==> src/rtl/program_loader.sv <==
// program_loader: receives a byte-stream image (count header, 3-byte words, XOR checksum),
// writes 19-bit words into instruction memory and holds the CPU until a good image is loaded.
module program_loader (
    input  logic        clk,
    input  logic        rst,
    input  logic        start,
    input  logic        in_valid,
    input  logic [7:0]  in_data,
    output logic        in_ready,
    output logic        im_we,
    output logic [11:0] im_addr,
    output logic [18:0] im_wdata,
    output logic        cpu_hold,
    output logic        done,
    output logic        err
);

    // state | meaning
    // IDLE  | out of reset, waiting for start
    // HDR0  | expecting count[7:0]
    // HDR1  | expecting count[11:8]; upper nibble must be zero
    // WORD  | collecting three bytes per instruction word
    // CSUM  | expecting checksum byte
    // DONE  | image accepted, CPU released
    // ERR   | image rejected, CPU held
    typedef enum logic [2:0] {
        IDLE = 3'd0,
        HDR0 = 3'd1,
        HDR1 = 3'd2,
        WORD = 3'd3,
        CSUM = 3'd4,
        DONE = 3'd5,
        ERR  = 3'd6
    } state_t;

    state_t      r_state;
    state_t      w_state_next;

    logic [11:0] r_count;
    logic [11:0] r_word_idx;
    logic [1:0]  r_byte_idx;
    logic [7:0]  r_csum;
    logic [15:0] r_word_lo;
    logic        r_we;
    logic [11:0] r_addr;
    logic [18:0] r_wdata;

    logic        w_accept;
    logic        w_restart;
    logic        w_last_word;
    logic        w_word_done;
    logic [11:0] w_hdr_count;

    assign w_accept    = in_valid && in_ready;
    assign w_restart   = start && ((r_state == IDLE) || (r_state == DONE) || (r_state == ERR));
    assign w_last_word = (r_word_idx == (r_count - 12'd1));
    assign w_word_done = w_accept && (r_state == WORD) && (r_byte_idx == 2'd2);
    assign w_hdr_count = {in_data[3:0], r_count[7:0]};

    always_ff @(posedge clk or negedge rst) begin
        if (!rst) begin
            r_state <= IDLE;
        end else begin
            r_state <= w_state_next;
        end
    end

    always_comb begin
        w_state_next = r_state;
        in_ready     = 1'b0;
        cpu_hold     = 1'b1;
        done         = 1'b0;
        err          = 1'b0;
        case (r_state)
            IDLE: begin
                if (start) w_state_next = HDR0;
            end
            HDR0: begin
                in_ready = 1'b1;
                if (in_valid) w_state_next = HDR1;
            end
            HDR1: begin
                in_ready = 1'b1;
                if (in_valid) begin
                    if (in_data[7:4] != 4'd0)
                        w_state_next = ERR;
                    else if (w_hdr_count == 12'd0)
                        w_state_next = CSUM;
                    else
                        w_state_next = WORD;
                end
            end
            WORD: begin
                in_ready = 1'b1;
                if (in_valid && (r_byte_idx == 2'd2) && w_last_word) w_state_next = CSUM;
            end
            CSUM: begin
                in_ready = 1'b1;
                if (in_valid) w_state_next = (in_data == r_csum) ? DONE : ERR;
            end
            DONE: begin
                cpu_hold = 1'b0;
                done     = 1'b1;
                if (start) w_state_next = HDR0;
            end
            ERR: begin
                err = 1'b1;
                if (start) w_state_next = HDR0;
            end
            default: w_state_next = IDLE;
        endcase
    end

    // Header, indices and checksum; a restart only arrives when in_ready is low.
    always_ff @(posedge clk or negedge rst) begin
        if (!rst) begin
            r_count    <= 12'd0;
            r_word_idx <= 12'd0;
            r_byte_idx <= 2'd0;
            r_csum     <= 8'd0;
            r_word_lo  <= 16'd0;
        end else if (w_restart) begin
            r_count    <= 12'd0;
            r_word_idx <= 12'd0;
            r_byte_idx <= 2'd0;
            r_csum     <= 8'd0;
        end else if (w_accept) begin
            case (r_state)
                HDR0: begin
                    r_count[7:0] <= in_data;
                    r_csum       <= r_csum ^ in_data;
                end
                HDR1: begin
                    r_count[11:8] <= in_data[3:0];
                    r_csum        <= r_csum ^ in_data;
                    r_byte_idx    <= 2'd0;
                end
                WORD: begin
                    r_csum <= r_csum ^ in_data;
                    case (r_byte_idx)
                        2'd0: begin
                            r_word_lo[7:0] <= in_data;
                            r_byte_idx     <= 2'd1;
                        end
                        2'd1: begin
                            r_word_lo[15:8] <= in_data;
                            r_byte_idx      <= 2'd2;
                        end
                        default: begin
                            r_word_idx <= r_word_idx + 12'd1;
                            r_byte_idx <= 2'd0;
                        end
                    endcase
                end
                default: ;
            endcase
        end
    end

    // Write port is captured once per word so the next byte can land in r_word_lo meanwhile.
    always_ff @(posedge clk or negedge rst) begin
        if (!rst) begin
            r_we    <= 1'b0;
            r_addr  <= 12'd0;
            r_wdata <= 19'd0;
        end else begin
            r_we <= w_word_done;
            if (w_word_done) begin
                r_addr  <= r_word_idx;
                r_wdata <= {in_data[2:0], r_word_lo};
            end
        end
    end

    assign im_we    = r_we;
    assign im_addr  = r_addr;
    assign im_wdata = r_wdata;

endmodule

==> config.mk <==
export PLATFORM = sky130hd
export DESIGN_NAME = program_loader
export DESIGN_NICKNAME = d
export VERILOG_FILES = /design/src/rtl/program_loader.sv
export SDC_FILE = /design/constraint.sdc
export NUM_CORES = 1
export LEC_CHECK = 0
export CAP_MARGIN = 40
export CORE_ASPECT_RATIO = 1.1
export CORE_MARGIN = 8
export CORE_UTILIZATION = 60
export DETAILED_ROUTE_END_ITERATION = 7
export PLACE_DENSITY = 0.85
export SYNTH_ARGS = -nofsm -noshare
export SYNTH_HDL_FRONTEND = slang
export SYNTH_SLANG_ARGS = --single-unit
==> constraint.sdc <==
create_clock -name clk -period 3.73 [get_ports clk]
set_clock_uncertainty 0.1 [all_clocks]
set_input_delay 0.746 -clock clk [delete_from_list [all_inputs] [get_ports clk]]
set_output_delay 0.746 -clock clk [all_outputs]
set_load 0.01 [all_outputs]
==> out/results.txt <==
grt total ovfl: 0
RSZ-0062 raised after global routing: no
CP max-delay cell: clkdlybuf4s50_1
Final Critical Period: 2.934 ns
most used cell along the critical path: inv_1
EDFF count, synth: 0
clock root buffer: clkbuf_8
DP Cell Count: 491
VDD IR max: 0.4654 mV
Synth Flop Type: dfrtp_1
antenna cells: 0
Worst-Margin Slew: 0.7312 ns
status: finished, final reports clean
Port Buffer Count: 47
setup TNS: 0 ns
crit-path cells: inv_1 > nor2_1 > nand2_1 > inv_1 > clkdlybuf4s50_1
Multi-input gate area: 1882 um^2
CTS tree: done
commonest non-fill, non-tap cells in the layout: dfrtp_1, mux2_2, clkdlybuf4s50_1
Finish-stage setup viols: 0
TritonCTS Buffers: 9
post-CTS sizing: 0
Crit Path Max Fanout: 7
Yosys warnings: 0
IO Count: 48
Syn Inst Count: 372
PD cells: 741.7 nW/um^2
CP required: 2.88 ns
# fillers: 459
Max-slew headroom: 0.5099
Crit Path Category: reg2out
Synth Net Count: 387
Pins Over Slew Limit: 0
share of cells above drive strength 1: 0.1812
initial core utilization: 0.6216
Die Area: 9735 um^2
Die W: 94.81 um
clk sink count: 85
Hold Path Class: in2async
Syn Area/Cell: 11.02 um^2
vias in the first global route: 3125
die height: 102.7 um
Post-Syn Area: 4099 um^2
first-pass GRT wire length: 15080 um
post-synthesis cell type count: 47
DRC: 0
most common cell after layout, fill and taps aside: dfrtp_1
reg2reg path depth: 8
CTS clk-pin slew, worst paths: 0.09 ns
Antenna Nets Post-Route: 0
Tot Pwr: 3613 uW
hold slack final: 0.2062 ns
Leak: 0.002127 uW
slowest cell delay on critical path: 0.53 ns
gr usage total: 0.1978
row cnt: 31
Hold-fix buffers, CTS: 0
DR vias: 2987
post-DR wirelength/cell: 17.55 um
max cap viols: 0
core area: 6594 um^2
Seq cells post-synth: 85
Core Util, Final: 0.7387
nets@finish: 435
largest net degree at the start of global routing: 57
sequential area share after synthesis: 0.5189
final hold vios: 0
Tcrit/Tclk final: 0.7866
htree depth: 3
Setup Fix Bufs, Post-CTS: 0
share of flip-flops with an asynchronous set or reset: 1.000
clock buffer depth: 2
Clock Latency Late Sink: 0.36 ns
initial antenna violation count: 0
Routed WL: 8898 um
CP Launch Type: flip-flop
Setup crit end kind: output port
Worst Path Arrival: 2.09 ns
FF+latch area: 2127 um^2
post-DR vias/cell: 5.892
drt pass-1 iters: 4
post-DP HPWL: 6124 um
DRT iter0 DRCs: 164
area grow syn2layout: 18.83%
Final Non-Filler Cells: 507
FMAX: 0.3408 GHz
gpl congestion: 0.8721
==> Yosys cell counts, types with 2 or more instances <==
| cell type | count | area, um^2 |
|---|---|---|
| dfrtp_1 | 85 | 2127 |
| mux2_2 | 47 | 529.3 |
| nand2_1 | 40 | 150.1 |
| nor2_1 | 31 | 116.4 |
| xnor2_1 | 24 | 210.2 |
| xor2_1 | 18 | 157.7 |
| a21oi_1 | 17 | 85.08 |
| o21ai_0 | 14 | 70.07 |
| inv_1 | 9 | 33.78 |
| buf_2 | 8 | 40.04 |
| nand3_1 | 7 | 35.03 |
| clkbuf_1 | 6 | 22.52 |
| nand4_1 | 6 | 37.54 |
| nand2b_1 | 5 | 31.28 |
| nor3_1 | 5 | 25.02 |
| nor4_1 | 4 | 25.02 |
| ha_1 | 3 | 37.54 |
| a211oi_1 | 2 | 15.01 |
| a21o_1 | 2 | 15.01 |
| a41oi_1 | 2 | 17.52 |
| and2_1 | 2 | 12.51 |
| and3_1 | 2 | 12.51 |
| nor2b_1 | 2 | 12.51 |
| nor3_2 | 2 | 20.02 |
| nor3b_1 | 2 | 15.01 |
| nor3b_2 | 2 | 25.02 |
| o21a_1 | 2 | 15.01 |
| o22ai_1 | 2 | 12.51 |
| o31ai_1 | 2 | 15.01 |
| or4_1 | 2 | 15.01 |
==> sequential cells by signal, summed over array words and instances, names as in the netlist <==
name,cells
im_addr,12
im_wdata,19
im_we,1
r_byte_idx,2
r_count,12
r_csum,8
r_state,3
r_word_idx,12
r_word_lo,16
==> final cells by class <==
type	instances	area share
clock buffer	10	0.02826
clock inverter	6	0.01438
inverter	9	0.006936
multi-input combinational	264	0.3863
sequential	85	0.4367
tap	82	0.02106
timing repair buffer	51	0.1063
==> stage by stage <==
step	cell area, um^2	setup WS (ns)
after floorplan	4099	1.311
after global placement	4636	0.7334
after detailed placement	4663	0.6739
after CTS	4871	0.8187
after global routing	4871	0.6572
final	4871	0.7959
==> critical path: cells and delay by family, from the launching register on <==
kind / cells / cell delay (ns)
AND/OR/NAND/NOR: 2 / 0.41
flip-flops: 1 / 0.51
buffers and inverters: 3 / 0.81
==> power breakdown <==
group / switching [uW] / total [uW] / internal [uW]
logic: 689 / 1420 / 731
clock network: 344 / 678 / 334
registers: 294 / 1510 / 1220
==> routing by layer <==
metal	up-vias	global-route usage	routed length [um]
li1	1386	-	-
met1	1472	0.2498	3765
met2	109	0.3158	4353
met3	20	0.04516	570
met4	0	0.09135	209
met5	-	0	0
==> kinds of logic (layout without fill, tap and decap cells) <==
| logic type | count (synthesis) | in the layout | share of synthesized area |
|---|---|---|---|
| muxes | 48 | 48 | 0.1316 |
| buffers and inverters | 23 | 76 | 0.02350 |
| xor gates and xnor gates | 42 | 42 | 0.08974 |
| DFF | 85 | 85 | 0.5189 |
| adders and majority gates | 3 | 3 | 0.009158 |
| and+or+nand+nor | 120 | 120 | 0.1505 |
| AOI/OAI and AO/OA | 51 | 51 | 0.07662 |
==> path summary, 6_finish.rpt <==
kind	from	endpoint	slack (ns)
worst max-delay path	r_state[2]	done	0.80
worst min-delay path	rst	im_wdata[6]	0.21
worst max register to register	r_count[0]	r_state[1]	0.93
worst min register to register	im_addr[11]	im_addr[11]	0.41
max in group asynchronous	rst	r_count[10]	2.71
min in group clk	im_addr[11]	im_addr[11]	0.41
Note: power is estimated with default switching activity, not from simulation.
